**config.mk**
```make
export PLATFORM = sky130hd
export DESIGN_NAME = button_conditioner_flat
export DESIGN_NICKNAME = d
export VERILOG_FILES = /design/src/rtl/button_pkg.sv /design/src/rtl/button_conditioner_if.sv /design/src/rtl/button_channel.sv /design/src/rtl/button_conditioner.sv /design/src/flat_wrapper.sv
export SDC_FILE = /design/constraint.sdc
export NUM_CORES = 1
export LEC_CHECK = 0
export BUFFER_PORTS_ARGS = -buffer_cell sky130_fd_sc_hd__buf_2
export CAP_MARGIN = 20
export CORE_AREA = 2 2 224 226
export CTS_CLUSTER_SIZE = 8
export DETAILED_ROUTE_END_ITERATION = 8
export DIE_AREA = 0 0 226 228
export PLACE_DENSITY = 0.56
export SYNTH_ARGS = -nofsm -noshare
export SYNTH_HDL_FRONTEND = slang
export SYNTH_SLANG_ARGS = --single-unit
```
**constraint.sdc**
```tcl
create_clock -name clk -period 2.9 [get_ports clk]
set_clock_uncertainty 0.05 [all_clocks]
set_input_delay 0.58 -clock clk [delete_from_list [all_inputs] [get_ports clk]]
set_output_delay 0.58 -clock clk [all_outputs]
set_load 0.05 [all_outputs]
```
**src/rtl/button_pkg.sv**
```systemverilog
// Shared definitions for the push-button front end: hold-FSM encoding and
// the helper that sizes each per-channel counter.
package button_pkg;

    localparam int ST_W = 2;

    localparam logic [ST_W-1:0] ST_IDLE   = 2'd0;
    localparam logic [ST_W-1:0] ST_HELD   = 2'd1;
    localparam logic [ST_W-1:0] ST_LONG   = 2'd2;
    localparam logic [ST_W-1:0] ST_REPEAT = 2'd3;

    // Bits needed to hold the value max_count (never less than one bit).
    function automatic int cnt_width(input int unsigned max_count);
        return (max_count < 1) ? 1 : $clog2(max_count + 1);
    endfunction

endpackage

```
**src/rtl/button_conditioner_if.sv**
```systemverilog
// Pin-side and event-side signals of the button conditioner, one bit per channel.
interface button_conditioner_if
    import button_pkg::*;
#(
    parameter int N_BTN = 4
);
    // btn_in is asynchronous raw pin state; repeat_en is synchronous to clk.
    // Every event output is a single-cycle pulse; there is no back-pressure.
    logic [N_BTN-1:0]      btn_in;
    logic [N_BTN-1:0]      repeat_en;
    logic [N_BTN-1:0]      btn_level;
    logic [N_BTN-1:0]      press_pulse;
    logic [N_BTN-1:0]      release_pulse;
    logic [N_BTN-1:0]      long_press;
    logic [N_BTN-1:0]      repeat_pulse;
    logic [ST_W*N_BTN-1:0] state_dbg;

    modport master (
        output btn_in, repeat_en,
        input  btn_level, press_pulse, release_pulse, long_press, repeat_pulse, state_dbg
    );

    modport slave (
        input  btn_in, repeat_en,
        output btn_level, press_pulse, release_pulse, long_press, repeat_pulse, state_dbg
    );

endinterface

```
**src/rtl/button_channel.sv**
```systemverilog
// One button channel: synchroniser, debouncer and hold/auto-repeat FSM.
module button_channel
    import button_pkg::*;
#(
    parameter int SYNC_STAGES     = 2,
    parameter int DEBOUNCE_CYCLES = 1048575,
    parameter int HOLD_CYCLES     = 50000000,
    parameter int REPEAT_CYCLES   = 10000000
) (
    input  logic            clk,
    input  logic            rst_n,
    input  logic            btn_in,
    input  logic            repeat_en,
    output logic            btn_level,
    output logic            press_pulse,
    output logic            release_pulse,
    output logic            long_press,
    output logic            repeat_pulse,
    output logic [ST_W-1:0] state_dbg
);
    localparam int DW = cnt_width(DEBOUNCE_CYCLES);
    localparam int HW = cnt_width(HOLD_CYCLES);
    localparam int RW = cnt_width(REPEAT_CYCLES);

    localparam logic [DW-1:0] DEB_LAST  = DW'(DEBOUNCE_CYCLES - 1);
    localparam logic [HW-1:0] HOLD_LAST = HW'(HOLD_CYCLES - 1);
    localparam logic [RW-1:0] REP_LAST  = RW'(REPEAT_CYCLES - 1);

    logic [SYNC_STAGES-1:0] sync_q;
    logic                   synced;
    logic [DW-1:0]          deb_cnt;
    logic                   stable;
    logic                   accept;
    logic [ST_W-1:0]        state;
    logic [HW-1:0]          hold_cnt;
    logic [RW-1:0]          rep_cnt;

    assign synced    = sync_q[SYNC_STAGES-1];
    // The new level is taken on its DEBOUNCE_CYCLES-th consecutive differing cycle.
    assign accept    = (synced != stable) && (deb_cnt == DEB_LAST);
    assign btn_level = stable;
    assign state_dbg = state;

    always_ff @(posedge clk or negedge rst_n) begin
        if (!rst_n) begin
            sync_q <= '0;
        end else begin
            sync_q <= {sync_q[SYNC_STAGES-2:0], btn_in};
        end
    end

    always_ff @(posedge clk or negedge rst_n) begin
        if (!rst_n) begin
            deb_cnt <= '0;
            stable  <= 1'b0;
        end else if (synced == stable) begin
            deb_cnt <= '0;
        end else if (accept) begin
            stable  <= synced;
            deb_cnt <= '0;
        end else begin
            deb_cnt <= deb_cnt + DW'(1);
        end
    end

    always_ff @(posedge clk or negedge rst_n) begin
        if (!rst_n) begin
            state         <= ST_IDLE;
            hold_cnt      <= '0;
            rep_cnt       <= '0;
            press_pulse   <= 1'b0;
            release_pulse <= 1'b0;
            long_press    <= 1'b0;
            repeat_pulse  <= 1'b0;
        end else begin
            press_pulse   <= accept & synced;
            release_pulse <= accept & ~synced;
            long_press    <= 1'b0;
            repeat_pulse  <= 1'b0;
            // An accepted edge overrides any hold/repeat timing in the same cycle.
            if (accept) begin
                state    <= synced ? ST_HELD : ST_IDLE;
                hold_cnt <= '0;
                rep_cnt  <= '0;
            end else begin
                case (state)
                    ST_HELD: begin
                        if (hold_cnt == HOLD_LAST) begin
                            long_press <= 1'b1;
                            hold_cnt   <= '0;
                            rep_cnt    <= '0;
                            state      <= repeat_en ? ST_REPEAT : ST_LONG;
                        end else begin
                            hold_cnt <= hold_cnt + HW'(1);
                        end
                    end
                    ST_LONG: begin
                        if (repeat_en) begin
                            state   <= ST_REPEAT;
                            rep_cnt <= '0;
                        end
                    end
                    ST_REPEAT: begin
                        if (!repeat_en) begin
                            state   <= ST_LONG;
                            rep_cnt <= '0;
                        end else if (rep_cnt == REP_LAST) begin
                            repeat_pulse <= 1'b1;
                            rep_cnt      <= '0;
                        end else begin
                            rep_cnt <= rep_cnt + RW'(1);
                        end
                    end
                    default: begin
                    end
                endcase
            end
        end
    end

endmodule

```
**src/rtl/button_conditioner.sv**
```systemverilog
// Multi-channel push-button front end: N_BTN independent conditioned channels.
module button_conditioner
    import button_pkg::*;
#(
    parameter int N_BTN           = 4,
    parameter int SYNC_STAGES     = 2,
    parameter int DEBOUNCE_CYCLES = 1048575,
    parameter int HOLD_CYCLES     = 50000000,
    parameter int REPEAT_CYCLES   = 10000000
) (
    input logic                 clk,
    input logic                 rst_n,
    button_conditioner_if.slave bus
);
    logic [N_BTN-1:0]      level_w;
    logic [N_BTN-1:0]      press_w;
    logic [N_BTN-1:0]      release_w;
    logic [N_BTN-1:0]      long_w;
    logic [N_BTN-1:0]      repeat_w;
    logic [ST_W*N_BTN-1:0] state_w;

    if (SYNC_STAGES < 2 || DEBOUNCE_CYCLES < 1 || HOLD_CYCLES < 1 || REPEAT_CYCLES < 1)
    begin : g_param_check
        $error("button_conditioner: SYNC_STAGES must be >= 2 and all *_CYCLES >= 1");
    end

    for (genvar i = 0; i < N_BTN; i++) begin : g_ch
        button_channel #(
            .SYNC_STAGES    (SYNC_STAGES),
            .DEBOUNCE_CYCLES(DEBOUNCE_CYCLES),
            .HOLD_CYCLES    (HOLD_CYCLES),
            .REPEAT_CYCLES  (REPEAT_CYCLES)
        ) u_ch (
            .clk          (clk),
            .rst_n        (rst_n),
            .btn_in       (bus.btn_in[i]),
            .repeat_en    (bus.repeat_en[i]),
            .btn_level    (level_w[i]),
            .press_pulse  (press_w[i]),
            .release_pulse(release_w[i]),
            .long_press   (long_w[i]),
            .repeat_pulse (repeat_w[i]),
            .state_dbg    (state_w[ST_W*i +: ST_W])
        );
    end

    assign bus.btn_level     = level_w;
    assign bus.press_pulse   = press_w;
    assign bus.release_pulse = release_w;
    assign bus.long_press    = long_w;
    assign bus.repeat_pulse  = repeat_w;
    assign bus.state_dbg     = state_w;

endmodule
```
**src/flat_wrapper.sv**
```systemverilog
// flat-port wrapper written by rule: the top's interface ports become plain ports
module button_conditioner_flat import button_pkg::*;
#(
    parameter int N_BTN           = 4,
    parameter int SYNC_STAGES     = 2,
    parameter int DEBOUNCE_CYCLES = 1048575,
    parameter int HOLD_CYCLES     = 50000000,
    parameter int REPEAT_CYCLES   = 10000000
)
  (clk, rst_n, bus_btn_in, bus_repeat_en, bus_btn_level, bus_press_pulse, bus_release_pulse, bus_long_press, bus_repeat_pulse, bus_state_dbg);
  button_conditioner_if #(.N_BTN(N_BTN)) bus_i ();
  input logic clk;
  input logic rst_n;
  input wire logic [$bits(bus_i.btn_in)-1:0] bus_btn_in;
  input wire logic [$bits(bus_i.repeat_en)-1:0] bus_repeat_en;
  output wire logic [$bits(bus_i.btn_level)-1:0] bus_btn_level;
  output wire logic [$bits(bus_i.press_pulse)-1:0] bus_press_pulse;
  output wire logic [$bits(bus_i.release_pulse)-1:0] bus_release_pulse;
  output wire logic [$bits(bus_i.long_press)-1:0] bus_long_press;
  output wire logic [$bits(bus_i.repeat_pulse)-1:0] bus_repeat_pulse;
  output wire logic [$bits(bus_i.state_dbg)-1:0] bus_state_dbg;
  assign bus_i.btn_in = bus_btn_in;
  assign bus_i.repeat_en = bus_repeat_en;
  assign bus_btn_level = bus_i.btn_level;
  assign bus_press_pulse = bus_i.press_pulse;
  assign bus_release_pulse = bus_i.release_pulse;
  assign bus_long_press = bus_i.long_press;
  assign bus_repeat_pulse = bus_i.repeat_pulse;
  assign bus_state_dbg = bus_i.state_dbg;
  button_conditioner #(.N_BTN(N_BTN), .SYNC_STAGES(SYNC_STAGES), .DEBOUNCE_CYCLES(DEBOUNCE_CYCLES), .HOLD_CYCLES(HOLD_CYCLES), .REPEAT_CYCLES(REPEAT_CYCLES)) u_core (.clk(clk), .rst_n(rst_n), .bus(bus_i));
endmodule
```
After elaboration in Yosys (flattened, before gate mapping)
Index checks and enable logic that the tools add are counted.

Register bits after elaboration: 316. Input port bits: 10. Output and inout bits: 28.

$add $sub $neg: 12. Equal/unequal tests: 44. Mux-type cells: 100. Bitwise logic cells: 16. Reduce and logical (&&, ||, !) cells: 24.

Operators with widths (count): $mux 24 (20); $mux 26 (12); $pmux 24 s3 (4); $mux 20 (8); $add 26x1->26 const B (4); $eq 26x26->1 const B (4); $add 24x1->24 const B (4); $eq 24x24->1 const B (4); $add 20x1->20 const B (4); $eq 20x20->1 const B (4); $mux 1 (36); $ne 3x3->1 const B (12); $mux 2 (16); $pmux 2 s3 (4); $eq 2x2->1 const B (8); $reduce_and 4->1 (4); $reduce_bool 4->1 (4); $reduce_and 3->1 (4); $and 1x1->1 (8); $eq 2x1->1 const B (4); $not 1->1 (8); $reduce_and 2->1 (4); $reduce_bool 2->1 (4); $eq 1x1->1 (4); other kinds (2) (8).

Logic depth before layout (Yosys ltp)
Depth in word-level cells: 5. Gate-level depth with buffers: 10. Depth with buffers taken out: 8.

Cells and area by module
A second synthesis with hierarchy kept.

Cells, all modules: 1898. Area, all modules: 17494.3 um^2.

By module, submodules not included: button_channel (u_core.g_ch[1].u_ch ...) (times used 2, cells an instance 479, area an instance 4401.7 um^2, sequential area each 1976.9 um^2); button_channel (u_core.g_ch[3].u_ch) (times used 1, cells an instance 490, area an instance 4524.3 um^2, sequential area each 1976.9 um^2); button_channel (u_core.g_ch[0].u_ch) (times used 1, cells an instance 450, area an instance 4166.5 um^2, sequential area each 1976.9 um^2).

Worst setup path after synthesis
OpenSTA, ideal clock, no wires.

Path kind: reg2reg. Start: register u_core.g_ch[1].u_ch.state[1]. End: register u_core.g_ch[1].u_ch.rep_cnt[14]. Setup time: 80 ps. Arrival: 2344 ps. Path slack: 426 ps. Cell stages (with the launch flop): 9. Path buffers: 3. Clock period less this slack: 2474 ps. Cell sequence: dfrtp_1 -> clkbuf_1 -> a21o_1 -> and2_1 -> a211oi_1 -> buf_2 -> clkbuf_1 -> o21ai_0 -> a21oi_1.

Cells in the longest elaborated chain, start to end: 3. Elaborated cells between the ends (all ways): 9.

RTL lines: start: declaration (line button_channel.sv:34) `logic [ST_W-1:0] state;`; start signal: assignment (line button_channel.sv:82) `state <= synced ? ST_HELD : ST_IDLE;`; start signal: assignment (line button_channel.sv:92) `state <= repeat_en ? ST_REPEAT : ST_LONG;`; $eq 2x1->1 / $eq 2x2->1 (equally long branches) (line button_channel.sv:86) `case (state)`; $ne 3x3->1 (no line), or another cell as far along; $reduce_and 3->1 (no line) / $mux 24 (equally long branches); end signal: assignment (line button_channel.sv:111) `rep_cnt <= rep_cnt + RW'(1);`; end: declaration (line button_channel.sv:36) `logic [RW-1:0] rep_cnt;`.

Parallel ways exist; a longest one is shown, timed or not. A chain may end at the register's enable or synchronous reset.

Worst setup path after layout
Start: register u_core.g_ch[3].u_ch.hold_cnt[16]. End: register u_core.g_ch[3].u_ch.rep_cnt[21].

Cells in the longest elaborated chain, start to end: 3.

RTL lines: start: declaration (line button_channel.sv:35) `logic [HW-1:0] hold_cnt;`; start signal: assignment (line button_channel.sv:94) `hold_cnt <= hold_cnt + HW'(1);`; $eq 26x26->1 (line button_channel.sv:88) `if (hold_cnt == HOLD_LAST) begin`; $ne 3x3->1 (no line); $reduce_and 3->1 (no line); end signal: assignment (line button_channel.sv:111); end: declaration (line button_channel.sv:36).

Every way passes these cells.

==> flow_metrics.env <==
export IMPL_viasPerCell=5.32
export IMPL_timing_final_max_slew_violations=0
export IMPL_syn_num_nets=1836
export IMPL_whs_ns=0.0841
export IMPL_peakVddDrop_mv=0.364
export IMPL_drtIter0Drc=954
export IMPL_final_layout_size_suffix_gt1_share_pct=9.28
export IMPL_hp_class="in -> reg"
export IMPL_synth_cell_types=71
export IMPL_vias=13400
export IMPL_track_usage_pct=14.8
export IMPL_p_int_mw=7.19
export IMPL_finalHoldViolations=0
export IMPL_power_frac_seq_pct=48.5
export IMPL_p_sw_mw=2.01
export IMPL_post_cts_resized=0
export IMPL_numPortBuffers=37
export IMPL_root_buffer="clkbuf_16"
export IMPL_wl_um=37300
export IMPL_synth_common_cells="dfrtp_1, nor2_1, nand2_1"
export IMPL_tritoncts="done"
export IMPL_timing_slew_headroom_pct=24.5
export IMPL_min_period_ns=2.66
export IMPL_grt_max_degree=65
export IMPL_synth_seq_cells=316
export IMPL_crit_arrival_ns=3.02
export IMPL_place_inst=2473
export IMPL_yosys_warnings=0
export IMPL_finalCritPeriodShare_pct=91.6
export IMPL_drtAntennaViolNets=0
export IMPL_fin_cells=2525
export IMPL_max_freq_mhz=377
export IMPL_critPathKind="reg -> reg"
export IMPL_switching_share_pct=21.8
export IMPL_p_comb_share_pct=1.7
export IMPL_yosys_top_cells_area="dfrtp_1, nor2_1, nand3_1"
export IMPL_setup_tns_final_ns=0
export IMPL_nets=1877
export IMPL_synthMostInstantiatedCell="dfrtp_1"
export IMPL_worst_setup_path_end_kind="flop"
export IMPL_areaGrowthSynthToFinish_pct=13.1
export IMPL_cts_max_level=2
export IMPL_numCtsBuffers=45
export IMPL_synth_top_area_share_pct=47.8
export IMPL_cp_start_kind="flop"
export IMPL_place_gp_congestion=0.813
export IMPL_cp_required_ns=3.27
export IMPL_core_sq_um=49300
export IMPL_synth_edff_count=0
export IMPL_synth_area_sq_um=16500
export IMPL_synthFlopType="dfrtp_1"
export IMPL_syn_avg_cell_area_sq_um=9.14
export IMPL_ys_seq_area_share_pct=47.8
export IMPL_fp_dieH_um=228
export IMPL_total_leakage_power_nw=8.00
export IMPL_antenna_found_initial=0
export IMPL_rows=82
export IMPL_boundaryPins=38
export IMPL_rsz0062_at_grt="false"
export IMPL_hpwl_um=24500
export IMPL_clkLatencyLatePin_ns=0.56
export IMPL_finalSetupViolations=0
export IMPL_worstPathMaxFanout=11
export IMPL_die_width_um=226
export IMPL_initial_core_util_pct=33.5
export IMPL_routedWlPerCell_um=14.8
export IMPL_p_per_area_nw_per_um2=492
export IMPL_grt_pass1_vias=12900
export IMPL_dr_pass1_iters=5
export IMPL_maxCapViolCount=0
export IMPL_hold_buffers=1
export IMPL_status="finished, final reports clean"
export IMPL_clkPwrFrac_pct=49.8
export IMPL_path_clk_slew_ns=0.05
export IMPL_yosysTopAreaCell="dfrtp_1"
export IMPL_grt_overflow=0
export IMPL_drc_errors=0
export IMPL_cts_buffer_depth=3
export IMPL_die_area_sq_um=51500
export IMPL_cts_sinks=316
export IMPL_num_antenna_cells=0
export IMPL_synth_async_sr_flop_share_pct=100
export IMPL_synthCells=1810
export IMPL_grt_pass1_wl_um=64100
export IMPL_cts_setup_buffers=0
export IMPL_worst_slew_pin_slew_ns=1.13
## power by group through the flow
| stage | combinational (mW) | sequential, mW | clock (mW) |
|---|---|---|---|
| after global routing | 0.189 | 4.46 | 4.95 |
| after CTS | 0.170 | 4.46 | 4.77 |
| final | 0.159 | 4.46 | 4.58 |
| after global placement | 0.167 | 4.53 | 0 |
| after detailed placement | 0.168 | 4.53 | 0 |
| after floorplan | 0.0396 | 4.53 | 0 |
## worst paths after layout
kind                       cells after the start                                to  slack, ns                              from
max                                            6   u_core.g_ch[3].u_ch.rep_cnt[21]       0.24  u_core.g_ch[3].u_ch.hold_cnt[16]
min                                            1     u_core.g_ch[2].u_ch.sync_q[0]       0.08                     bus_btn_in[2]
max reg2reg                                    6   u_core.g_ch[3].u_ch.rep_cnt[21]       0.24  u_core.g_ch[3].u_ch.hold_cnt[16]
min reg2reg                                    0     u_core.g_ch[1].u_ch.sync_q[1]       0.29     u_core.g_ch[1].u_ch.sync_q[0]
max in group asynchronous                      3     u_core.g_ch[2].u_ch.btn_level       1.50                             rst_n
min in group asynchronous                      2  u_core.g_ch[3].u_ch.hold_cnt[16]       0.50                             rst_n
## metal layers
| layer | vias to the layer above | routed length (um) | track usage (%) |
|---|---|---|---|
| met3 | 62 | 1640 | 3.16 |
| li1 | 6590 | - | - |
| met4 | 0 | 809 | 4.20 |
| met2 | 233 | 17100 | 23.4 |
| met5 | - | 0 | 0 |
| met1 | 6557 | 17800 | 20.3 |
## sequential cells by signal, summed over array words and instances (netlist names)
name                            flops
u_core.g_ch.u_ch.btn_level          4
u_core.g_ch.u_ch.deb_cnt           80
u_core.g_ch.u_ch.hold_cnt         104
u_core.g_ch.u_ch.long_press         4
u_core.g_ch.u_ch.press_pulse        4
u_core.g_ch.u_ch.release_pulse      4
u_core.g_ch.u_ch.rep_cnt           96
u_core.g_ch.u_ch.repeat_pulse       4
u_core.g_ch.u_ch.state_dbg          8
u_core.g_ch.u_ch.sync_q             8
## per-stage QoR
stage	power [mW]	instance area, sq um	setup slack (ns)	util (%)
global route	9.60	18700	0.0848	37.9
finish	9.20	18700	0.245	37.9
detailed placement	4.70	17500	0.251	35.5
floorplan	4.57	16500	0.426	-
CTS	9.40	18700	0.273	37.9
global placement	4.70	17500	0.301	35.5
## cells in the final DEF (no fill, tap or decap), drive strengths merged, types with 21 or more instances in the layout
| cell | synthesis | layout |
|---|---|---|
| a21oi | 105 | 105 |
| a31oi | 47 | 47 |
| and3 | 45 | 45 |
| and4 | 21 | 21 |
| buf | 28 | 82 |
| clkbuf | 62 | 50 |
| dfrtp | 316 | 316 |
| inv | 49 | 49 |
| nand2 | 154 | 154 |
| nand3 | 142 | 142 |
| nand4 | 72 | 72 |
| nor2 | 198 | 198 |
| nor3 | 59 | 59 |
| nor4 | 31 | 31 |
| o21ai | 87 | 87 |
| or3 | 51 | 51 |
| or4 | 21 | 21 |
| xnor2 | 41 | 41 |
| xor2 | 71 | 71 |
## worst max-delay path: stages, from the launching register on
cell	delay (ns)
dfrtp_1	0.41
or4b_2	0.67
or4_4	0.60
o21bai_2	0.19
nand2_1	0.07
nand2_1	0.36
a31oi_1	0.16
## area by class of cell
cell class / instances / area (sq um)
tap: 672 / 841
timing repair buffer: 84 / 588
inverter: 49 / 184
sequential: 316 / 7910
fill: 4909 / 30600
clock buffer: 49 / 1140
multi-input combinational: 1355 / 8040
## cell families after synthesis
group,Yosys count,share of synthesized area [%]
flip-flops,316,47.8
multiplexers,17,1.06
buffers and inverters,139,3.72
adder cells (fa/ha/maj),16,1.21
AND/OR/NAND/NOR,873,27.7
AO/OA/AOI/OAI,337,12.6
XOR/XNOR,112,5.93
(Power assumes the default switching activity.)
